File: src/rtl/tx_fifo.sv
`default_nettype none
// ============================================================================
// Module      : tx_fifo
// Description : Byte FIFO feeding a serial transmitter. Show-ahead read port
//               (head byte always presented on tx_data), occupancy count,
//               full flag and sticky overflow/underflow error flags.
// Revision    : 1.0 - initial release
// ============================================================================
module tx_fifo #(
    parameter int DEPTH = 16,
    parameter int AW    = 4
) (
    input  logic          clk,
    input  logic          rst,
    // producer side
    input  logic          wr_en,
    input  logic [7:0]    wr_data,
    output logic          full,
    output logic [AW:0]   count,
    // error flags
    output logic          overflow,
    output logic          underflow,
    input  logic          clr_err,
    // transmitter side
    output logic          tx_ready,
    output logic [7:0]    tx_data,
    input  logic          tx_rd
);

    // Occupancy value that means "every entry holds a byte".
    localparam logic [AW:0]   c_depth_cnt = (AW+1)'(DEPTH);
    localparam logic [AW:0]   c_cnt_one   = (AW+1)'(1);
    localparam logic [AW-1:0] c_ptr_one   = AW'(1);

    logic [7:0]    r_mem [DEPTH];
    logic [AW-1:0] r_wp;
    logic [AW-1:0] r_rp;
    logic [AW:0]   r_count;
    logic          r_overflow;
    logic          r_underflow;

    logic          w_full;
    logic          w_empty;
    logic          w_wr_acc;
    logic          w_rd_acc;

    // Status is taken from the registered count, so full/empty reflect the
    // state before the current edge; a write into a full FIFO is dropped even
    // when a pop is accepted in the same cycle.
    assign w_full   = (r_count == c_depth_cnt);
    assign w_empty  = (r_count == '0);
    assign w_wr_acc = wr_en & ~w_full;
    assign w_rd_acc = tx_rd & ~w_empty;

    // Storage array: written only on accepted writes, never reset.
    always_ff @(posedge clk) begin
        if (w_wr_acc) begin
            r_mem[r_wp] <= wr_data;
        end
    end

    // Pointers advance on accepted operations and wrap naturally at DEPTH.
    always_ff @(posedge clk or posedge rst) begin
        if (rst) begin
            r_wp <= '0;
            r_rp <= '0;
        end else begin
            if (w_wr_acc) begin
                r_wp <= r_wp + c_ptr_one;
            end
            if (w_rd_acc) begin
                r_rp <= r_rp + c_ptr_one;
            end
        end
    end

    // Occupancy: simultaneous accepted write and pop leave it unchanged.
    always_ff @(posedge clk or posedge rst) begin
        if (rst) begin
            r_count <= '0;
        end else begin
            case ({w_wr_acc, w_rd_acc})
                2'b10:   r_count <= r_count + c_cnt_one;
                2'b01:   r_count <= r_count - c_cnt_one;
                default: r_count <= r_count;
            endcase
        end
    end

    // Sticky error flags; a new error in the clearing cycle keeps the flag set.
    always_ff @(posedge clk or posedge rst) begin
        if (rst) begin
            r_overflow  <= 1'b0;
            r_underflow <= 1'b0;
        end else begin
            r_overflow  <= (r_overflow  & ~clr_err) | (wr_en & w_full);
            r_underflow <= (r_underflow & ~clr_err) | (tx_rd & w_empty);
        end
    end

    assign full      = w_full;
    assign count     = r_count;
    assign overflow  = r_overflow;
    assign underflow = r_underflow;
    assign tx_ready  = ~w_empty;
    assign tx_data   = r_mem[r_rp];

endmodule
`default_nettype wire

File: config.mk
export PLATFORM = sky130hd
export DESIGN_NAME = tx_fifo
export DESIGN_NICKNAME = d
export VERILOG_FILES = /design/src/rtl/tx_fifo.sv
export SDC_FILE = /design/constraint.sdc
export NUM_CORES = 1
export LEC_CHECK = 0
export CAP_MARGIN = 40
export CORE_MARGIN = 1.5
export CORE_UTILIZATION = 64
export DETAILED_ROUTE_END_ITERATION = 10
export HOLD_SLACK_MARGIN = 0.05
export PLACE_DENSITY = 0.93
export SYNTH_ARGS = -nofsm -noshare
export SYNTH_HDL_FRONTEND = slang
export SYNTH_SLANG_ARGS = --single-unit
File: constraint.sdc
create_clock -name clk -period 4.7 [get_ports clk]
set_input_delay 0.94 -clock clk [delete_from_list [all_inputs] [get_ports clk]]
set_output_delay 0.94 -clock clk [all_outputs]
set_load 0.02 [all_outputs]
======== Word level (Yosys, flattened, before mapping) ========
Memory sizes are Yosys's and may differ from the RTL's.
Cells that the tools add are included.
Widths: inputs -> output; s select.
word-level totals
  memories ................................ 1
  memory bits (writable) .................. 128
  bits of input ports ..................... 13
  word-level logic and storage cells ...... 29
  output and inout port bits .............. 17
  flip-flop bits (word level) ............. 15
memories
  name   words  width  read ports  clocked after Yosys merged registers in  wr ports  RTL line  text
  r_mem  16     8      1           0                                        1         35        logic [7:0] r_mem [DEPTH];
cells by class
  eq/ne operators ......................... 3
  $add $sub $neg .......................... 4
  multiplexer cells ....................... 3
  reductions and logical operators ........ 2
  bitwise operators ....................... 11
operators by type and width
  kind                 number
  $pmux 5 s2           1
  $add 4x1->4 const B  2
  $and 1x1->1          6
  $add 5x1->5 const B  1
  $eq 5x5->1 const B   1
  $logic_not 5->1      1
  $sub 5x1->5 const B  1
  $not 1->1            3
  $eq 2x1->1 const B   1
  $eq 2x2->1 const B   1
  $mux 1               2
  $or 1x1->1           2
  $reduce_bool 2->1    1

======== Depth between registers and ports, before layout ========
Gate-level depths: netlist of run 1.
  depth after elaboration ................. 5
  mapped depth ............................ 12
  gate-level depth less buffers ........... 10

======== Worst setup path after synthesis of run 1 ========
Ideal clock, no wire load.
  path kind ............................... input to register
  from .................................... input wr_en
  to ...................................... register r_count[4], in the netlist count[4]
  stages .................................. 10
  arrival time ............................ 2739 ps
  path slack .............................. 1830 ps
  required time ........................... 4569 ps
  path buffers ............................ 1
  setup time .............................. 131 ps
  cells stage by stage .................... a21boi_2 inv_2 ha_1 buf_2 xor2_1 ha_1 or4_1 o22ai_1 a31oi_1 xnor2_1
on the way
  cells in the longest elaborated chain, start to end .. 3
  elaborated cells between the ends (all ways) .. 5
  classes of those cells .................. eq/ne (2); mux (1); bitwise (1); reduce/logical (1)
ends and longest elaborated chain
  element                                          RTL line  text
  start, declared                                  16        input logic wr_en,
  $and 1x1->1 *                                    52        assign w_wr_acc = wr_en & ~w_full;
  $eq 2x1->1 or $eq 2x2->1 (tied branches)         82        case ({w_wr_acc, w_rd_acc})
  $pmux 5 s2 or $reduce_bool 2->1 (tied branches)  -
  end signal, assigned                             83        2'b10: r_count <= r_count + c_cnt_one;
  end signal, assigned                             84        2'b01: r_count <= r_count - c_cnt_one;
  end signal, assigned                             85        default: r_count <= r_count;
  end, declared                                    38        logic [AW:0] r_count;
Mark *: on every way between the ends. The rest lies on a longest branch, timed or not.
A chain may end at the register's enable or synchronous reset.

======== Final worst setup path of run 1 ========
  from .................................... register r_rp[0]
  to ...................................... output tx_data[4]
on the way
  cells in the longest elaborated chain, start to end .. 1
ends and longest elaborated chain
  element                 RTL line  text
  start, declared         37        logic [AW-1:0] r_rp;
  start signal, assigned  72        r_rp <= r_rp + c_ptr_one;
  $mem_v2 16x8            -
  end, declared           26        output logic [7:0] tx_data,
Every way passes these cells.

==> impl_metrics.csv, run 1 <==
group,metric,value,unit
status,outcome,"completed",
critical_path,reg2regPathDepth,9,
clock_network,cts-resized-gates,0,
yosys,synth_area_per_cell,19.12,sq um
critical_path,cp_max_fo,13,
sta,maxSlewHeadroom,42.16,%
clock_network,clock-sinks,143,
run,max_cap_violations,0,
yosys,synthMuxAreaShare,13.34,%
sta,period_minus_slack,3.916,ns
sta,max_freq,255.4,MHz
sta,skew,0.01421,ns
clock_network,h-tree-depth,4,
critical_path,startpoint,"r_rp[0]",
clock_network,cts_tree,"yes",
clock_network,clockRootBuffer,"clkbuf_8",
pwr,p_per_area,633.5,mW/mm^2
drt,via_per_inst,6.525,
global_routing,grt_pass1_wl,17970,microns
global_routing,antenna_found_initial,0,
yosys,syn_area,0.005928,sq mm
drt,drtPass1Iterations,5,
critical_path,crit_path_start_kind,"register",
pwr,peakVddDrop,0.0003260,V
placed_design,dp_cells,437,
floorplanning,dieWidth,99.25,microns
finish,most-common-layout-cells,"edfxtp_1 (128), clkdlybuf4s50_1 (29), mux4_2 (22), a22oi_1 (16), clkbuf_16 (16)",
placed_design,dpl_worst_slack,1.024,ns
yosys,synth.area.top_cells,"edfxtp_1 (65%), mux4_2 (8.4%), dfrtp_1 (6.3%)",
global_routing,overflow,0,
yosys,syn_nets,332,
drt,drt_iter0_drc,345,
placed_design,hpwl,7114,microns
sta,setup_slack,0.7841,ns
global_routing,grt_usage,25.48,%
sta,rsz0062_at_grt,"no",
clock_network,postCtsHoldBufs,0,
critical_path,r2r_setup_slack,1.73,ns
finish,drive_gt1_share,18.84,%
sta,worst_pin_slew,0.8645,ns
floorplanning,die_area,0.009850,sq mm
pwr,p_leak,2.344,nW
yosys,yosys_warnings,0,
clock_network,cts_setup_buffers,0,
drt,drc_errors,0,
floorplanning,io_pins,30,
yosys,synthXorXnorAreaFrac,1.625,%
yosys,synth-simple-area-share,5.276,%
critical_path,crit_type,"reg2out",
drt,ant_nets,0,
finish,final_nets,371,
yosys,ys_seq_area_share,71.17,%
placed_design,gp_congestion,0.7352,
clock_network,cts_buffer_depth,2,
global_routing,grt_pass1_vias,3193,
floorplanning,rows,34,
placed_design,portBuffers,29,
critical_path,crit_chain,"buf_4, mux4_1, a22oi_1, nand2_1, clkdlybuf4s50_1",
hold_path,min-delay-path-class,"reg2reg",
drt,num_vias,3060,
drt,wl_per_cell,24.66,microns
yosys,synth_top_family_by_area,"multiplexers",
sta,setup_viol_count_final,0,
sta,finalCritPeriodShare,83.32,%
critical_path,r2r-start,"count[1]",
finish,num_antenna_cells,0,
floorplanning,core,0.008848,sq mm
yosys,synth-adder-area-share,1.900,%
critical_path,rr_endpoint,"count[4]",
global_routing,grt_start_max_net_pins,26,
clock_network,cts_buffers,17,
yosys,ys_ff_latch,143,
critical_path,max_stage_delay,0.62,ns
yosys,synth_compound_area_share,3.736,%
critical_path,slowest_stage,"mux4_1",
finish,fin_util,77.01,%
finish,final_cells,469,
sta,hold_viol,0,
sta,finalMaxSlewViolations,0,
sta,hold-worst-slack,0.5106,ns
yosys,synth_top_area_share,64.84,%
drt,drt_wl_total,11570,microns
finish,syn_to_final_growth,14.94,%
critical_path,arrival,2.98,ns
critical_path,cp-endpoint,"tx_data[4]",
finish,layout_commonest_cell,"edfxtp_1",
yosys,yosysTopAreaCell,"edfxtp_1",
floorplanning,start_util,67.00,%
critical_path,crit_path_end_kind,"output port",
critical_path,cp.required,3.76,ns
clock_network,path_clk_slew,0.06,ns
yosys,synth_cell_types,42,
clock_network,clock_latency,0.52,ns
floorplanning,die_h,99.25,microns
sta,tns,0,ns
yosys,syn_inst,310,
==> flip-flops by register name, summed over array words and instances, names as in the netlist <==
| signal | flops |
|---|---|
| r_mem | 128 |
| underflow | 1 |
| count | 5 |
| r_wp | 4 |
| r_rp | 4 |
| overflow | 1 |
==> power breakdown <==
part	switching (W)	internal (W)
sequential	0.000174	0.00156
clock	0.000499	0.000699
combinational	0.000725	0.000658
==> synthesized netlist by cell type, drive strengths merged <==
cell,number
or4,2
o21ai,2
nor4,5
clkdlybuf4s25,3
nand2b,4
nor2,9
dfrtp,15
mux2i,1
nand2,15
a31oi,1
o22ai,2
xnor2,7
nor3b,2
nor2b,1
nand3b,1
a21o,2
mux4,32
xor2,4
ha,9
and2b,1
mux2,2
nand3,3
nand4,3
buf,10
clkbuf,4
a22oi,16
a221o,1
and2,9
a21oi,2
inv,10
edfxtp,128
a32o,1
a21boi,2
a22o,1
==> per-stage QoR <==
stage	power [W]	cell area, sq um
after CTS	0.004336	6807
after floorplan	0.002701	5928
after detailed placement	0.003126	6270
after global placement	0.003055	6270
after global routing	0.004496	6814
final	0.004317	6814
==> cell type report <==
cell class / instances / area [sq um]
clock buffers: 18 / 417.9
fillers: 474 / 2034
clock inverters: 13 / 118.9
flip-flops and latches: 143 / 4220
inverters: 10 / 37.54
repair buffers: 37 / 350.3
multi-input cells: 140 / 1534
well taps: 108 / 135.1
==> worst max-delay path: cells and delay by family, from the launching register on <==
| family | cells | cell delay, ns |
|---|---|---|
| buffers and inverters | 2 | 0.88 |
| muxes | 1 | 0.62 |
| DFF | 1 | 0.59 |
| AOI/OAI and AO/OA | 1 | 0.25 |
| and+or+nand+nor | 1 | 0.12 |
==> metal layers <==
metal,vias to the layer above,wire length [microns],GRT usage [%],share of wire [%]
li1,1325,-,-,-
met1,1581,4671,33.13,40
met2,135,6120,43.15,53
met3,19,593,6.114,5.1
met4,0,179,8.234,1.5
met5,-,0,0,0
==> kinds of logic (layout without fill, tap and decap cells) <==
family	after synthesis	count (layout)
AO/OA/AOI/OAI	30	30
XOR/XNOR	11	11
adder cells (fa/ha/maj)	9	9
buffers and inverters	27	78
flip-flops	143	143
multiplexers	35	35
AND/OR/NAND/NOR	55	55
==> worst min-delay path by stage <==
stage,cells past startpoint,endpoint,slack (ns),startpoint
3_5_place_dp,1,underflow,0.50,underflow
5_1_grt,1,underflow,0.56,underflow
3_3_place_gp,1,underflow,0.48,underflow
4_1_cts,1,underflow,0.52,underflow
2_1_floorplan,1,r_rp[3],0.49,r_rp[3]
6_report,1,underflow,0.51,underflow
Note: power is estimated with default switching activity, not from simulation.
==> run 2: changes to the inputs <==
CORE_UTILIZATION = 54   (was 64)
PLACE_DENSITY = 0.85   (was 0.93)
clock period = 3.2 ns   (was 4.7 ns; I/O delays follow)
==> run 2 against run 1 <==
Effect of this change: die area up 18%; combinational power up 51%; via count down 1.1%; worst hold slack worse by 0.0082 ns; cell count up 9.2%; register-to-register slack worse by 1.1 ns; clock skew down 0.0013 ns; worst setup slack worse by 0.66 ns; non-clock buffer count up 11; total power up 47%; sequential cell count unchanged.
==> impl_metrics.csv, run 2 (synthesis results as in run 1) <==
group,metric,value,unit
sta,rsz0062_at_grt,"no",
critical_path,cp.required,2.56,ns
clock_network,clock-sinks,143,
run,max_cap_violations,0,
clock_network,path_clk_slew,0.06,ns
finish,largest_reg_flops,128,
sta,maxSlewHeadroom,58.87,%
finish,num_antenna_cells,0,
drt,num_vias,3025,
global_routing,grt_pass1_vias,3104,
clock_network,cts_buffer_depth,2,
floorplanning,die_h,107.8,microns
finish,largest_register,"r_mem",
floorplanning,io_pins,30,
sta,finalMaxSlewViolations,0,
drt,drt_iter0_drc,184,
finish,fin_util,64.58,%
placed_design,hpwl,6918,microns
status,outcome,"completed",
sta,max_freq,325.3,MHz
critical_path,crit_path_start_kind,"register",
critical_path,max_stage_delay,0.58,ns
clock_network,postCtsHoldBufs,0,
sta,skew,0.01287,ns
finish,most-common-layout-cells,"edfxtp_1 (128), mux4_2 (22), clkdlybuf4s50_1 (21), clkbuf_16 (16), buf_4 (16)",
drt,drtPass1Iterations,4,
drt,drt_wl_total,11120,microns
pwr,p_leak,2.420,nW
critical_path,crit_path_end_kind,"output port",
sta,tns,0,ns
pwr,p_per_area,911.0,mW/mm^2
critical_path,arrival,2.43,ns
clock_network,clockRootBuffer,"clkbuf_8",
finish,drive_gt1_share,22.04,%
hold_path,min-delay-path-class,"reg2reg",
finish,fillCellCount,701,
critical_path,crit_type,"reg2out",
finish,syn_to_final_growth,17.58,%
sta,finalCritPeriodShare,96.06,%
clock_network,clock_latency,0.52,ns
floorplanning,rows,38,
sta,period_minus_slack,3.074,ns
finish,layout_commonest_cell,"edfxtp_1",
finish,final_nets,382,
sta,worst_pin_slew,0.6163,ns
floorplanning,core,0.01079,sq mm
floorplanning,start_util,54.93,%
placed_design,gp_congestion,0.8470,
clock_network,cts_tree,"yes",
critical_path,path_delay_family,"multiplexers",
critical_path,cp_max_fo,6,
global_routing,antenna_found_initial,0,
pwr,peakVddDrop,0.0005255,V
critical_path,crit_chain,"buf_4, mux4_1, a22oi_1, nand2_1, dlygate4sd2_1",
drt,via_per_inst,5.908,
drt,ant_nets,0,
finish,seqCellArea,0.004220,sq mm
critical_path,critPathBufInv,2,
finish,multi_input_area,0.001544,sq mm
global_routing,overflow,0,
clock_network,h-tree-depth,4,
placed_design,portBuffers,29,
global_routing,grt_usage,21.03,%
sta,hold_viol,0,
sta,hold-worst-slack,0.5024,ns
global_routing,grt_pass1_wl,17250,microns
drt,drc_errors,0,
floorplanning,dieWidth,107.8,microns
global_routing,grt_start_max_net_pins,20,
clock_network,cts_buffers,17,
drt,wl_per_cell,21.71,microns
sta,setup_viol_count_final,0,
critical_path,slowest_stage,"mux4_1",
floorplanning,die_area,0.01162,sq mm
run 2: report_power, final:
part | internal (W) | switching, W
combinational | 0.000988 | 0.00109
sequential | 0.00229 | 0.000211
clock | 0.000975 | 0.000792
total | 0.00426 | 0.00209
run 2: through the flow:
stage	setup slack (ns)	instances	instance area, sq um	total power [W]
global route	0.03950	512	6970	0.006654
detailed placement	0.3102	481	6425	0.004675
CTS	0.0004874	512	6963	0.006400
floorplan	0.5000	310	5928	0.003967
finish	0.1262	512	6970	0.006350
global placement	0.3749	481	6425	0.004597
run 2: path summary, 6_finish.rpt:
kind                            from    endpoint  slack [ns]  depth (start not counted)
setup / recovery             r_rp[0]  tx_data[4]        0.13                          5
hold / removal             underflow   underflow        0.50                          1
max in group asynchronous        rst     r_rp[0]        2.25                          2
min in group asynchronous        rst    count[0]        0.51                          2
hold reg to reg            underflow   underflow        0.50                          1
setup reg to reg            count[1]    count[4]        0.63                         10
run 2: routing by layer:
layer / up-vias / part of all wire [%] / track usage [%]
met3: 16 / 4.8 / 4.661
met1: 1555 / 41 / 26.85
met2: 111 / 52 / 35.58
li1: 1343 / - / -
met5: - / 0 / 0
met4: 0 / 1.5 / 7.707
run 2: layout make-up:
type,count,area share (%)
inverters,10,0.5385
clock buffers,17,5.941
multi-input cells,140,22.15
clock inverters,14,1.777
flip-flops and latches,143,60.55
well taps,140,2.513
repair buffers,48,6.534
run 2: what timing repair did:
item | in CTS | in global routing
setup buffers | 0 | 0
resized for setup | 9 | 2
setup endpoints to repair | 8 | 2
cloned | 0 | 0
==> run 3: changes to the inputs <==
CORE_UTILIZATION = 50   (was 54)
PLACE_DENSITY = 0.77   (was 0.85)
SETUP_SLACK_MARGIN = 0.05   (was not set)
clock period = 3.8 ns   (was 3.2 ns; I/O delays follow)
==> run 3 against run 2 <==
Effect of this change: count of clock-buffer cells in the layout up 1; sequential power down 15%; cell count down 0.98%; non-clock buffer count down 8; global-route usage down 1.3 points; total power down 15%; worst hold slack better by 0.019 ns; utilization down 4.3 points; clock power down 14%; cell area down 0.90%; critical path type unchanged; highest routed layer unchanged.
==> impl_metrics.csv, run 3 (synthesis results as in run 1) <==
group,metric,value,unit
clock_network,clockRootBuffer,"clkbuf_16",
critical_path,crit_path_start_kind,"register",
critical_path,crit_type,"reg2out",
clock_network,cts_setup_buffers,0,
clock_network,path_clk_slew,0.06,ns
finish,syn_to_final_growth,16.53,%
sta,hold_viol,0,
sta,hold-worst-slack,0.5209,ns
drt,num_vias,2983,
clock_network,postCtsHoldBufs,0,
sta,period_minus_slack,3.591,ns
critical_path,slowest_stage,"dfrtp_2",
sta,maxSlewHeadroom,50.85,%
clock_network,clock-sinks,143,
drt,via_per_inst,5.884,
critical_path,crit_chain,"buf_12, mux4_1, a22oi_1, nand2_1, clkdlybuf4s50_1",
critical_path,crit_path_end_kind,"output port",
floorplanning,core,0.01147,sq mm
placed_design,hpwl,6975,microns
clock_network,cts_buffers,17,
drt,drc_errors,0,
critical_path,cp_max_fo,24,
clock_network,h-tree-depth,4,
finish,largest_register,"r_mem",
clock_network,clock_latency,0.42,ns
pwr,power,0.005378,W
placed_design,dp_cells,476,
drt,wl_per_cell,22.57,microns
global_routing,grt_pass1_wl,17810,microns
critical_path,arrival,2.83,ns
sta,setup_slack,0.2090,ns
sta,tns,0,ns
floorplanning,rows,39,
sta,setup_viol_count_final,0,
placed_design,portBuffers,29,
floorplanning,start_util,51.70,%
finish,num_antenna_cells,0,
finish,final_nets,374,
global_routing,overflow,0,
pwr,p_per_area,778.5,mW/mm^2
global_routing,grt_usage,19.72,%
finish,layout_commonest_cell,"edfxtp_1",
pwr,peakVddDrop,0.0005042,V
placed_design,gp_congestion,0.7588,
placed_design,dpl_worst_slack,0.4521,ns
finish,drive_gt1_share,19.51,%
sta,worst_pin_slew,0.7358,ns
drt,drtPass1Iterations,4,
global_routing,grt_start_max_net_pins,33,
finish,final_cells,507,
finish,largest_reg_flops,128,
floorplanning,dieWidth,111.9,microns
drt,drt_iter0_drc,354,
sta,finalMaxSlewViolations,0,
floorplanning,die_area,0.01252,sq mm
finish,most-common-layout-cells,"edfxtp_1 (128), clkdlybuf4s50_1 (29), mux4_2 (22), clkbuf_16 (17), a22oi_1 (16)",
critical_path,r2r_setup_slack,0.93,ns
status,outcome,"completed",
floorplanning,io_pins,30,
sta,rsz0062_at_grt,"no",
clock_network,cts_buffer_depth,2,
drt,ant_nets,0,
run,max_cap_violations,0,
sta,skew,0.01189,ns
global_routing,grt_pass1_vias,3116,
clock_network,cts_tree,"yes",
sta,finalCritPeriodShare,94.50,%
hold_path,min-delay-path-class,"reg2reg",
pwr,p_leak,2.358,nW
floorplanning,die_h,111.9,microns
critical_path,cp.required,3.04,ns
critical_path,max_stage_delay,0.61,ns
global_routing,antenna_found_initial,0,
drt,drt_wl_total,11440,microns
clock_network,cts-resized-gates,0,
sta,max_freq,278.5,MHz
## run 3: changes by cell type in the layout (fill, tap and decap cells not counted), sizes merged
cell / change
clkdlybuf4s50: +8
dlymetal6s2s: -1
clkinvlp: -1
clkinv: +4
bufinv: +1
buf: -8
dlygate4sd2: -7
clkbuf: +1
inv: -5
## run 3: stage by stage
stage	cell area [sq um]	utilization [%]
after floorplan	5928	-
after global placement	6362	55.48
after detailed placement	6362	55.48
after CTS	6908	60.24
after global routing	6908	60.24
final	6908	60.24
## run 3: path summary, 6_finish.rpt
check,from,endpoint,depth (start not counted)
max reg2reg,count[1],count[4],10
max,r_rp[0],tx_data[5],5
max in group asynchronous,rst,r_rp[0],2
min reg2reg,overflow,overflow,1
min,overflow,overflow,1
min in group asynchronous,rst,count[1],2
## run 3: final cells by class
cell class | instances | area (sq um)
Tap cell | 143 | 178.9
Clock inverter | 13 | 116.4
Fill cell | 796 | 4559
Multi-Input combinational cell | 140 | 1540
Inverter | 10 | 37.54
Timing Repair Buffer | 40 | 385.4
Sequential cell | 143 | 4220
Clock buffer | 18 | 429.2
## run 3: worst max-delay path: cells and delay by family, from the launching register on
family / cells / cell delay [ns]
AO/OA/AOI/OAI: 1 / 0.30
buffers and inverters: 2 / 0.81
multiplexers: 1 / 0.59
flip-flops: 1 / 0.61
AND/OR/NAND/NOR: 1 / 0.08
## run 3: where the power goes
group	switching, W	internal, W	total (W)
clock	0.000633	0.000897	0.00153
sequential	0.000202	0.00193	0.00213
combinational	0.000888	0.000827	0.00171
total	0.00172	0.00366	0.00538
## run 3: per-layer routing
metal / global-route usage (%) / wire length, microns / vias to the layer above
li1: - / - / 1335
met1: 26.30 / 4679 / 1501
met2: 31.99 / 5798 / 141
met3: 4.845 / 859 / 6
met4: 7.004 / 104 / 0
met5: 0 / 0 / -
